**src/rtl/branch_resolve.sv**
```systemverilog
// Branch resolution pipeline: carries the D-stage prediction through E and M,
// resolves the real direction in E, and in M issues the predictor update strobe,
// the misprediction redirect and the branch/mispredict statistics.
module branch_resolve #(
    parameter int unsigned FALL_OFFSET = 8,
    parameter int unsigned CNT_W       = 32
) (
    input  logic             clk,
    input  logic             rst,
    input  logic             stallE,
    input  logic             stallM,
    input  logic             flushE,
    input  logic             flushM,
    input  logic             branchD,
    input  logic             pred_takeD,
    input  logic [31:0]      pcD,
    input  logic [31:0]      targetD,
    input  logic [2:0]       br_typeD,
    input  logic [31:0]      srcaE,
    input  logic [31:0]      srcbE,
    output logic             branchM,
    output logic             actual_takeM,
    output logic [31:0]      pcM,
    output logic             redirect,
    output logic [31:0]      redirect_pc,
    output logic [CNT_W-1:0] br_cnt,
    output logic [CNT_W-1:0] mis_cnt
);

    localparam logic [31:0] FALL_INC = FALL_OFFSET[31:0];

    localparam logic [2:0] BR_BEQ  = 3'd0;
    localparam logic [2:0] BR_BNE  = 3'd1;
    localparam logic [2:0] BR_BGEZ = 3'd2;
    localparam logic [2:0] BR_BGTZ = 3'd3;
    localparam logic [2:0] BR_BLEZ = 3'd4;
    localparam logic [2:0] BR_BLTZ = 3'd5;

    // E-stage register
    logic        validE;
    logic        pred_takeE;
    logic [31:0] pcE;
    logic [31:0] targetE;
    logic [2:0]  br_typeE;

    // M-stage register
    logic        validM;
    logic        takeM;
    logic [31:0] pcM_r;
    logic        mispM;
    logic [31:0] correct_pcM;

    logic        condE;
    logic        actual_takeE;
    logic        mispE;
    logic [31:0] correct_pcE;
    logic        fireM;

    // D->E register: flush wins over stall
    always_ff @(posedge clk or posedge rst) begin
        if (rst) begin
            validE     <= 1'b0;
            pred_takeE <= 1'b0;
            pcE        <= 32'd0;
            targetE    <= 32'd0;
            br_typeE   <= 3'd0;
        end else if (flushE) begin
            validE <= 1'b0;
        end else if (!stallE) begin
            validE     <= branchD;
            pred_takeE <= pred_takeD;
            pcE        <= pcD;
            targetE    <= targetD;
            br_typeE   <= br_typeD;
        end
    end

    // E-stage signed condition evaluation and corrected PC
    always_comb begin
        condE = 1'b0;
        case (br_typeE)
            BR_BEQ:  condE = (srcaE == srcbE);
            BR_BNE:  condE = (srcaE != srcbE);
            BR_BGEZ: condE = ($signed(srcaE) >= 32'sd0);
            BR_BGTZ: condE = ($signed(srcaE) >  32'sd0);
            BR_BLEZ: condE = ($signed(srcaE) <= 32'sd0);
            BR_BLTZ: condE = ($signed(srcaE) <  32'sd0);
            default: condE = 1'b0;
        endcase
        actual_takeE = validE & condE;
        mispE        = validE & (pred_takeE != actual_takeE);
        correct_pcE  = actual_takeE ? targetE : (pcE + FALL_INC);
    end

    // E->M register: an E stall with M free inserts a bubble into M
    always_ff @(posedge clk or posedge rst) begin
        if (rst) begin
            validM      <= 1'b0;
            takeM       <= 1'b0;
            pcM_r       <= 32'd0;
            mispM       <= 1'b0;
            correct_pcM <= 32'd0;
        end else if (flushM) begin
            validM <= 1'b0;
        end else if (stallM) begin
            validM <= validM;
        end else if (stallE) begin
            validM <= 1'b0;
        end else begin
            validM      <= validE;
            takeM       <= actual_takeE;
            pcM_r       <= pcE;
            mispM       <= mispE;
            correct_pcM <= correct_pcE;
        end
    end

    // M-stage outputs; fire only on the cycle the branch leaves M
    always_comb begin
        fireM        = validM & ~stallM & ~flushM;
        branchM      = fireM;
        actual_takeM = validM & takeM;
        pcM          = validM ? pcM_r : 32'd0;
        redirect     = fireM & mispM;
        redirect_pc  = redirect ? correct_pcM : 32'd0;
    end

    // Statistics counters, wrapping modulo 2^CNT_W
    always_ff @(posedge clk or posedge rst) begin
        if (rst) begin
            br_cnt  <= '0;
            mis_cnt <= '0;
        end else if (fireM) begin
            br_cnt <= br_cnt + 1'b1;
            if (mispM) begin
                mis_cnt <= mis_cnt + 1'b1;
            end
        end
    end

endmodule
```
**config.mk**
```make
export PLATFORM = sky130hd
export DESIGN_NAME = branch_resolve
export DESIGN_NICKNAME = d
export VERILOG_FILES = /design/src/rtl/branch_resolve.sv
export SDC_FILE = /design/constraint.sdc
export NUM_CORES = 1
export LEC_CHECK = 0
export BUFFER_PORTS_ARGS = -buffer_cell sky130_fd_sc_hd__buf_4
export CAP_MARGIN = 20
export CORE_MARGIN = 1
export CORE_UTILIZATION = 55
export CTS_BUF_LIST = sky130_fd_sc_hd__clkbuf_16
export DETAILED_ROUTE_END_ITERATION = 10
export GPL_TIMING_DRIVEN = 0
export HOLD_SLACK_MARGIN = 0.08
export PLACE_DENSITY = 0.81
export SYNTH_ARGS = -nofsm -noshare
export SYNTH_HDL_FRONTEND = slang
export SYNTH_SLANG_ARGS = --single-unit
```
**constraint.sdc**
```tcl
create_clock -name clk -period 16.65 [get_ports clk]
set_clock_uncertainty 0.15 [all_clocks]
set_input_delay 0.8325 -clock clk [delete_from_list [all_inputs] [get_ports clk]]
set_output_delay 0.8325 -clock clk [all_outputs]
set_load 0.02 [all_outputs]
```
==> results of run 1 <==
## area by class of cell
cell class                      count  share of cell area, %
Multi-Input combinational cell    637                   34.9
Tap cell                          225                   2.24
Sequential cell                   200                   39.7
Clock inverter                     15                   1.18
Clock buffer                       17                   3.38
Buffer                             37                   2.06
Inverter                            8                  0.298
Timing Repair Buffer              270                   16.3
## power breakdown
| group | leakage, nW | switching (mW) | internal [mW] |
|---|---|---|---|
| sequential | 2.53 | 0.0446 | 0.547 |
| combinational | 3.31 | 0.0745 | 0.0866 |
| clock | 0.277 | 0.204 | 0.200 |
## flip-flops by register name, summed over array words and instances (netlist names)
register	flops
br_cnt	32
correct_pcM	32
mis_cnt	32
pcE	32
pcM_r	32
targetE	32
br_typeE	3
mispM	1
pred_takeE	1
takeM	1
validE	1
validM	1
## layer usage
layer | up-vias | GRT usage (%) | routed length (um)
met5 | - | 0 | 0
met4 | 0 | 9.86 | 633
met3 | 44 | 6.61 | 1590
met2 | 265 | 44.9 | 11600
met1 | 3688 | 38.3 | 10700
li1 | 3594 | - | -
## how the worst max path moves through the flow
stage	depth (start not counted)	start	endpoint	slack, ps
floorplan	1	rst	br_cnt[0]	10210
global placement	2	rst	pcM_r[22]	8010
detailed placement	9	srcaE[10]	correct_pcM[1]	13180
CTS	4	validM	redirect_pc[28]	13350
global route	4	validM	redirect_pc[26]	13240
finish	4	validM	redirect_pc[23]	13320
## logic make-up after synthesis
group           count (synthesis)  share of synthesized area, %
simple gates                  394                          20.6
fa+ha+maj                       3                         0.388
compound gates                 44                          4.70
buf+inv                        45                          2.98
flops                         200                          51.7
mux                            74                          8.58
xor+xnor                      122                          11.0
## critical path, cell delays in order (launching register included)
cell      delay [ps]
dfrtp_1          630
and4bb_2         390
clkbuf_1         490
and2_1           250
buf_4            150
## per-stage QoR
stage / instances / worst slack (ps) / util (%)
final: 1409 / 13320 / 73.1
after global routing: 1409 / 13240 / 73.1
after CTS: 1409 / 13350 / 73.1
after detailed placement: 1377 / 13180 / 69.7
after global placement: 1376 / 8010 / 69.5
after floorplan: 882 / 10210 / -
## cell usage after synthesis (2+ instances only)
| cell type | instances | area, um2 |
|---|---|---|
| nor3_2 | 2 | 20.0 |
| nor4_2 | 2 | 25.0 |
| and2_1 | 66 | 413 |
| o211ai_2 | 21 | 263 |
| nor4_1 | 15 | 93.8 |
| buf_4 | 2 | 15.0 |
| and3_1 | 17 | 106 |
| xnor2_1 | 52 | 455 |
| a211o_1 | 2 | 17.5 |
| xor2_1 | 70 | 613 |
| o211ai_1 | 5 | 37.5 |
| o21ai_0 | 3 | 15.0 |
| buf_12 | 2 | 40.0 |
| nor2_1 | 23 | 86.3 |
| and4_1 | 8 | 70.1 |
| clkbuf_1 | 21 | 78.8 |
| nand2_1 | 157 | 589 |
| mux2_2 | 72 | 811 |
| nand4_1 | 21 | 131 |
| dfrtp_1 | 200 | 5000 |
| nand2b_1 | 5 | 31.3 |
| nand3_1 | 63 | 315 |
| nor3_1 | 6 | 30.0 |
| buf_2 | 2 | 10.0 |
| buf_6 | 5 | 56.3 |
| clkbuf_8 | 4 | 55.1 |
| o31ai_1 | 4 | 30.0 |
| inv_1 | 8 | 30.0 |
| a221o_1 | 5 | 50.1 |
| ha_1 | 3 | 37.5 |
| mux2i_1 | 2 | 20.0 |
## layout by cell type (no fill, tap or decap), drive strengths merged
cell and count:
a211o 2, a21o 1, a21oi 1, a221o 5
a31oi 1, and2 67, and3 17, and4 8
and4bb 1, buf 282, clkbuf 42, clkinv 3
clkinvlp 2, dfrtp 200, ha 3, inv 18
mux2 72, mux2i 2, nand2 157, nand2b 5
nand3 64, nand3b 1, nand4 21, nor2 23
nor2b 1, nor3 8, nor3b 1, nor4 17
o211ai 26, o21ai 3, o221ai 1, o31ai 4
or3 3, xnor2 52, xor2 70
==> results.md, run 1 <==
- Port bufs: approximately 270
- Peak supply drop: 0.0745 mV
- Area grow syn2layout: 30.0%
- Ys async rst share: between 90% and 100%
- Path depth of the worst reg2reg path: 7
- Total clock buffers created by CTS: 17
- Worst setup path class: reg2out
- P per Cell Area: roughly 92 mW/mm2
- Sequential cell area: between 0.005 and 0.006 mm2
- Crit Reg-Reg Startpoint: validM
- Rows: 48
- Worst-margin pin slew: just over 900 ps
- Crit-path max FO: 10
- First DRT Iteration DRCs: 328
- Clock sink count: 200
- DPL Wire Length: about 18000 um
- Ant. Diodes: 0
- Final Cycle Share: between 10% and 20%
- Synthesized instance count: a little under 900
- Share of cells above drive strength 1: between 30% and 40%
- Max Cap Viol: 0
- CTS tree: yes
- Clock buffer depth: 2
- RePlAce Congestion: roughly 0.86
- Arr. time, crit path: 2350 ps
- Post-synth EDFFs: 0
- # hold bufs at CTS: 0
- Status: finished, final reports clean
- Synthesized area: a little under 0.01 mm2
- Nets: 1313
- Grt total ovfl: 0
- Finished Cell Area: 0.0126 mm2
- Core ar.: between 0.015 and 0.02 mm2
- Starting Density: 56.2%
- Setup bufs post-CTS: 0
- Slew headroom: between 30% and 40%
- Final setup violation count: 0
- RR Endpoint: mis_cnt[29]
- Boundary Pins: between 200 and 300
- Syn nets: 1024
- Yosys warns: 0
- RSZ-0062 raised after global routing: false
- Wirelength per Cell: around 17 um
- Via density: approximately 5.4
- Hold Crit Class: in2async
- Clock slew at reported path FFs: around 80 ps
- Final antenna-violating net count: 0
- First-pass GRT wire length: 39500 um
- Ys flop type: dfrtp_1
- Leak Pwr: between 6 and 7 nW
- Root Buffer: clkbuf_16
- Total Wirelength: roughly 25000 um
- Final count of hold timing violations: 0
- Filler Cell Count: roughly 1300
- R2r setup slk: ~14000 ps
- Post-synthesis register bit count: 200
- Number of global-route vias before repair: between 7000 and 8000
- 1st-pass router iterations: 5
- Pin count of the biggest net entering global routing: between 100 and 150
- Max-slew violations: 0
- Avg Synthesized Cell Area: around 11 um2
- Clk_lat worst skew: approximately 440 ps
- Type of origin of the critical path: register
- Multi-input combinational cell area: 0.00439 mm2
- Synth cell types: 45
- Final Hold Slack: 314 ps
- Initial antenna violation count: 0
- Setup TNS: 0 ps
- Minimum clock period: between 3000 and 4000 ps
- Drt drc: 0
- Resized Gates After CTS: 0
- Seq/Total Area, Yosys: 51.7%
- Die X: ~130 um
- Vias: between 7000 and 8000
- Total Die Area: 0.0181 mm2
- Placed cell areas: between 0.01 and 0.015 mm2
- CP Capture Type: primary output
- Die Ht: about 130 um
- Gr usage total: 28.3%
- Req. time, crit path: 15670 ps
- Total power: 1.16 mW
- # H-tree levels: 4
- Max Clock Freq: roughly 300 MHz
Note: power is estimated with default switching activity, not from simulation.
==> run 2, diff against run 1 <==
- CORE_UTILIZATION: 55 -> 48
- PLACE_DENSITY: 0.81 -> 0.75
- clock period: 16.65 -> 2.85 ns (I/O delays scaled with it)
==> run 2 against run 1 <==
Against the previous run: final area is 7.0% higher; die area is 14% higher; sequential power grew to 5.8 times the previous value; core utilization is 4.3 points lower; cell count is 8.4% higher; clock-buffer cell count stayed put.
==> results.md, run 2 (synthesis results as in run 1) <==
- Crit Reg-Reg Startpoint: validM (unchanged)
- RSZ-0062 raised after global routing: false (unchanged)
- Slowest cell on crit path: buf_1 (was dfrtp_1)
- Cell Chain, Critical Path: dlygate4sd3_1 > buf_4 > nor2_1 > clkbuf_1 > buf_1 > mux2_2 (was and4bb_2 > clkbuf_1 > and2_1 > buf_4)
- 1st-pass router iterations: 5 (unchanged)
- DPL Wire Length: 19300 um (was 18400 um)
- Finished Core Util: 68.8% (was 73.1%)
- Commonest cells after routing, fill and taps aside: 271 x buf_4, 199 x dfrtp_1, 157 x nand2_1, 74 x dlygate4sd3_1, 72 x mux2_2 (was 271 x buf_4, 200 x dfrtp_1, 157 x nand2_1, 72 x mux2_2, 70 x xor2_1)
- Clock buffer depth: 2 (unchanged)
- RR Endpoint: mis_cnt[29] (unchanged)
- CP max stage delay: 620 ps (was 630 ps)
- Clock slew at reported path FFs: 70 ps (was 80 ps)
- Final setup violation count: 0 (unchanged)
- Req. time, crit path: 3010 ps (was 15670 ps)
- Worst setup path start: flushE (was validM)
- Max Clock Freq: about 380 MHz
- Drt drc: 0 (unchanged)
- Initial antenna violation count: 0 (unchanged)
- Clk_lat worst skew: 430 ps (was 440 ps)
- Core ar.: 0.0196 mm2 (was 0.0172 mm2)
- Final antenna-violating net count: 0 (unchanged)
- Starting Density: 49.4% (was 56.2%)
- Minimum clock period: between 2000 and 3000 ps
- Area grow syn2layout: 39.2% (was 30.0%)
- Clock sink count: 200 (unchanged)
- Gr usage total: 27.0% (was 28.3%)
- Status: finished, final reports clean (unchanged)
- Leak Pwr: 6.46 nW (was 6.11 nW)
- Met2 usage: 44.5% (was 44.9%)
- CTS tree: yes (unchanged)
- Hold Crit Class: in2async (unchanged)
- First DRT Iteration DRCs: 328 (unchanged)
- GR peak layer: met2 (unchanged)
- Vias: 7875 (was 7591)
- Final count of hold timing violations: 0 (unchanged)
- Worst setup path class: in2reg (was reg2out)
- Peak supply drop: 0.452 mV (was 0.0745 mV)
- Crit-path max FO: 10 (unchanged)
- Rows: 51 (was 48)
- Worst-margin pin slew: 736 ps (was 909 ps)
- Met3 usage: 5.53% (was 6.61%)
- Root Buffer: clkbuf_16 (unchanged)
- First-pass GRT wire length: 42700 um (was 39500 um)
- R2r setup slk: 280 ps (was 13980 ps)
- Total power: 6.87 mW (was 1.16 mW)
- Total Wirelength: 26800 um (was 24600 um)
- Filler Cell Count: 1523 (was 1250)
- Die X: 144 um (was 135 um)
- Via density: 5.15 (was 5.39)
- Grt met1 use: 35.6% (was 38.3%)
- Setup bufs post-CTS: 0 (unchanged)
- Placed cell areas: 0.0122 mm2 (was 0.0120 mm2)
- Boundary Pins: 270 (unchanged)
- Type of origin of the critical path: input port (was register)
- Arr. time, crit path: 2770 ps (was 2350 ps)
- Wirelength per Cell: 17.5 um (was 17.4 um)
- P per Cell Area: 510 mW/mm2 (was 91.9 mW/mm2)
- Port bufs: 269 (unchanged)
- Max Cap Viol: 0 (unchanged)
- Total Die Area: 0.0208 mm2 (was 0.0181 mm2)
- RePlAce Congestion: 0.817 (was 0.860)
- Die Ht: 144 um (was 135 um)
- Pin count of the biggest net entering global routing: 42 (was 119)
- Path depth of the worst reg2reg path: 7 (unchanged)
- Number of global-route vias before repair: 8025 (was 7645)
- Finished Cell Area: 0.0135 mm2 (was 0.0126 mm2)
- Slew headroom: 50.9% (was 38.9%)
- Grt total ovfl: 0 (unchanged)
- Final Cycle Share: approximately 90%
- Worst setup margin: 245 ps (was 13320 ps)
- Post-place setup slack: 92.2 ps (was 13180 ps)
- # H-tree levels: 4 (unchanged)
- Ant. Diodes: 0 (unchanged)
- Total clock buffers created by CTS: 17 (unchanged)
- Most common cell after layout, fill and taps aside: buf_4 (unchanged)
- CP Capture Type: register (was primary output)
- Nets: 1392 (was 1313)
- Max-slew violations: 0 (unchanged)
- Share of cells above drive strength 1: 33.7% (was 35.6%)
-- run 2: cell count changes in the layout (fill, tap and decap cells not counted), sizes merged --
cell         previous run  this run
bufinv                  0         1
dlygate4sd3             0        74
clkinv                  3         7
buf                   282       287
inv                    18        13
-- run 2: worst max-delay path by stage --
| stage | to | slack [ps] |
|---|---|---|
| final | pcE[4] | 250 |
| after global routing | mis_cnt[25] | 50 |
| after CTS | mis_cnt[29] | 80 |
| after detailed placement | mis_cnt[29] | 90 |
| after global placement | pcE[20] | -1280 |
| after floorplan | br_cnt[0] | -30 |
-- run 2: final cells by class --
class,count,area (um2),share of cell area [%]
clock inverter,15,145,1.08
inverter,8,33.8,0.251
multi-input combinational,637,4400,32.6
buffer,37,259,1.92
sequential,200,5010,37.1
timing repair buffer,349,2880,21.4
clock buffer,17,425,3.16
tap,265,332,2.46
-- run 2: per-layer routing --
metal	up-vias	routed length [um]	share of wire, %
met5	-	0	0
met4	0	496	1.9
met3	43	1450	5.4
met2	235	13000	49
met1	3858	11800	44
li1	3739	-	-
-- run 2: report_power, final --
group	internal, mW	switching (mW)	leakage (nW)
clock network	1.23	1.13	0.281
registers	3.20	0.269	2.53
logic	0.584	0.466	3.66
-- run 2: critical path, delay by kind of cell --
family | cells | cell delay [ps]
muxes | 1 | 420
buffers and inverters | 4 | 1830
and+or+nand+nor | 1 | 380
-- run 2: metrics by stage --
stage	hold WS [ps]	std cells	setup TNS (ps)
after CTS	125	1528	0
after floorplan	58.9	882	-6170
after global routing	163	1528	0
after detailed placement	25.3	1422	0
after global placement	155	1416	-253320
final	129	1528	0
-- run 2: what timing repair did --
item | CTS | global route
gates resized for setup | 0 | 2
endpoints found under the setup margin | 0 | 13
hold endpoints to repair | 154 | 0
hold buffers | 74 | 0
==> run 3, diff against run 2 <==
- CORE_UTILIZATION: 48 -> 53
- PLACE_DENSITY: 0.75 -> 0.79
- clock period: 2.85 -> 2.6 ns (I/O delays scaled with it)
==> run 3 against run 2 <==
Against the previous run: combinational power grew 9.5%; core utilization grew 6.2 points; cell count shrank 2.1%; final area is essentially flat; sequential share of layout area is essentially flat; power grew 10%; critical path type is now reg2reg; largest power group unchanged.
==> results.md, run 3 (synthesis results as in run 1) <==
- Cell internal pwr: 5.51 mW (was 5.01 mW)
- Post-place setup slack: -160 ps (was 92.2 ps)
- Worst-margin pin slew: 731 ps (was 736 ps)
- Worst setup margin: 87.8 ps (was 245 ps)
- Worst setup path class: reg2reg (was in2reg)
- Pin count of the biggest net entering global routing: 40 (was 42)
- Port bufs: 269 (unchanged)
- Sw Pwr: 2.09 mW (was 1.86 mW)
- Slew headroom: 51.3% (was 50.9%)
- Most common cell after layout, fill and taps aside: buf_4 (unchanged)
- Total Die Area: 0.0188 mm2 (was 0.0208 mm2)
- CTS tree: yes (unchanged)
- Total clock buffers created by CTS: 17 (unchanged)
- # H-tree levels: 4 (unchanged)
- Switching Fraction: 27.5% (was 27.1%)
- Max Clock Freq: about 400 MHz
- Finished Cell Area: 0.0135 mm2 (about the same)
- 1st-pass router iterations: 4 (was 5)
- First-pass GRT wire length: 41800 um (was 42700 um)
- Boundary Pins: 270 (unchanged)
- Total power: 7.59 mW (was 6.87 mW)
- Finished Core Util: 75.0% (was 68.8%)
- Req. time, crit path: 2760 ps (was 3010 ps)
- Commonest cells after routing, fill and taps aside: 274 x buf_4, 199 x dfrtp_1, 157 x nand2_1, 74 x dlygate4sd3_1, 72 x mux2_2 (was 271 x buf_4, 199 x dfrtp_1, 157 x nand2_1, 74 x dlygate4sd3_1, 72 x mux2_2)
- Final Hold Slack: 154 ps (was 129 ps)
- Final count of hold timing violations: 0 (unchanged)
- Die Ht: 137 um (was 144 um)
- Post-placement cell count: 1385 (was 1422)
- Clock buffer depth: 2 (unchanged)
- Root Buffer: clkbuf_16 (unchanged)
- Clock slew at reported path FFs: 80 ps (was 70 ps)
- Clock sink count: 200 (unchanged)
- Nets: 1394 (was 1392)
- Placed cell areas: 0.0121 mm2 (was 0.0122 mm2)
- Status: finished, final reports clean (unchanged)
- Die X: 137 um (was 144 um)
- Gr usage total: 29.1% (was 27.0%)
- Final setup violation count: 0 (unchanged)
- Final antenna-violating net count: 0 (unchanged)
- Peak supply drop: 0.509 mV (was 0.452 mV)
- Share of cells above drive strength 1: 34.2% (was 33.7%)
- P per Cell Area: 564 mW/mm2 (was 510 mW/mm2)
- CP Capture Type: register (unchanged)
- Setup TNS: 0 ps (unchanged)
- Finished Layout Cells: 1496 (was 1528)
- Minimum clock period: ~2500 ps
- Clk pwr share: 34.8% (was 34.3%)
- Starting Density: 53.9% (was 49.4%)
- Crit-path max FO: 10 (unchanged)
- Sequential share of power: 50.1% (was 50.4%)
- Final Cycle Share: between 90% and 100%
- RePlAce Congestion: 0.803 (was 0.817)
- Rows: 49 (was 51)
- Number of global-route vias before repair: 8229 (was 8025)
- Area grow syn2layout: 39.1% (was 39.2%)
- Leak Pwr: 6.50 nW (was 6.46 nW)
- Drt drc: 0 (unchanged)
- Max Cap Viol: 0 (unchanged)
- Total Wirelength: 26800 um (about the same)
- Initial antenna violation count: 2 (was 0)
- Max-slew violations: 0 (unchanged)
- Wirelength per Cell: 17.9 um (was 17.5 um)
- DPL Wire Length: 19100 um (was 19300 um)
- First DRT Iteration DRCs: 305 (was 328)
- Core ar.: 0.0180 mm2 (was 0.0196 mm2)
- Grt total ovfl: 0 (unchanged)
- Hold Crit Class: in2async (unchanged)
- Arr. time, crit path: 2670 ps (was 2770 ps)
- Comb power frac: 15.1% (was 15.3%)
- Clk_lat worst skew: 430 ps (about the same)
- Vias: 8026 (was 7875)
- Via density: 5.36 (was 5.15)
- Type of origin of the critical path: register (was input port)
-- run 3: cell types whose count changed in the layout (fill, tap and decap cells not counted), sizes merged --
| cell | before | now |
|---|---|---|
| inv | 13 | 15 |
| clkinvlp | 2 | 1 |
| clkinv | 7 | 6 |
| diode | 0 | 2 |
| buf | 287 | 289 |
-- run 3: power by group through the flow --
stage,sequential (mW),combinational (mW),clock [mW]
floorplan,3.77,0.687,0
global placement,3.83,0.991,0
detailed placement,3.85,1.05,0
CTS,3.80,1.15,2.68
global route,3.85,1.26,2.82
finish,3.80,1.15,2.64
-- run 3: routing by layer --
metal  vias to the layer above  global-route usage, %  share of wire [%]
met5                         -                      0                  0
met4                         0                   11.4                2.3
met3                        48                   6.25                6.1
met2                       267                   48.6                 49
met1                      3959                   36.9                 42
li1                       3752                      -                  -
-- run 3: layout make-up --
class | instances | area (um2)
flip-flops and latches | 200 | 5010
plain buffers | 37 | 259
well taps | 229 | 287
clock buffers | 17 | 425
repair buffers | 351 | 2880
diodes | 2 | 5.00
fillers | 1260 | 4490
multi-input cells | 637 | 4410
inverters | 8 | 33.8
clock inverters | 15 | 161
-- run 3: path summary, 6_finish.rpt --
kind / start / end / slack (ps) / depth (start not counted)
max: br_typeE[2] / correct_pcM[15] / 90 / 7
min: rst / br_cnt[19] / 150 / 3
max reg2reg: br_typeE[2] / correct_pcM[15] / 90 / 7
min reg2reg: pcM_r[4] / pcM_r[4] / 320 / 2
max in group asynchronous: rst / correct_pcM[6] / 1060 / 6
min in group clk: stallE / correct_pcM[29] / 160 / 5
-- run 3: repair_timing --
| item | in CTS | in global routing |
|---|---|---|
| endpoints found under the hold margin | 172 | 0 |
| buffers inserted | 0 | 3 |
| hold buffers | 74 | 0 |
| endpoints found under the setup margin | 22 | 14 |
| gates resized for setup | 3 | 2 |
| pin swaps | 0 | 0 |
-- run 3: critical path, cell delays in order, from the launching register on --
cell      delay, ps
dfrtp_1         440
or3_2           490
or3_4           360
a31oi_4         370
nand2b_1        170
buf_6           150
buf_12          150
o211ai_2        100
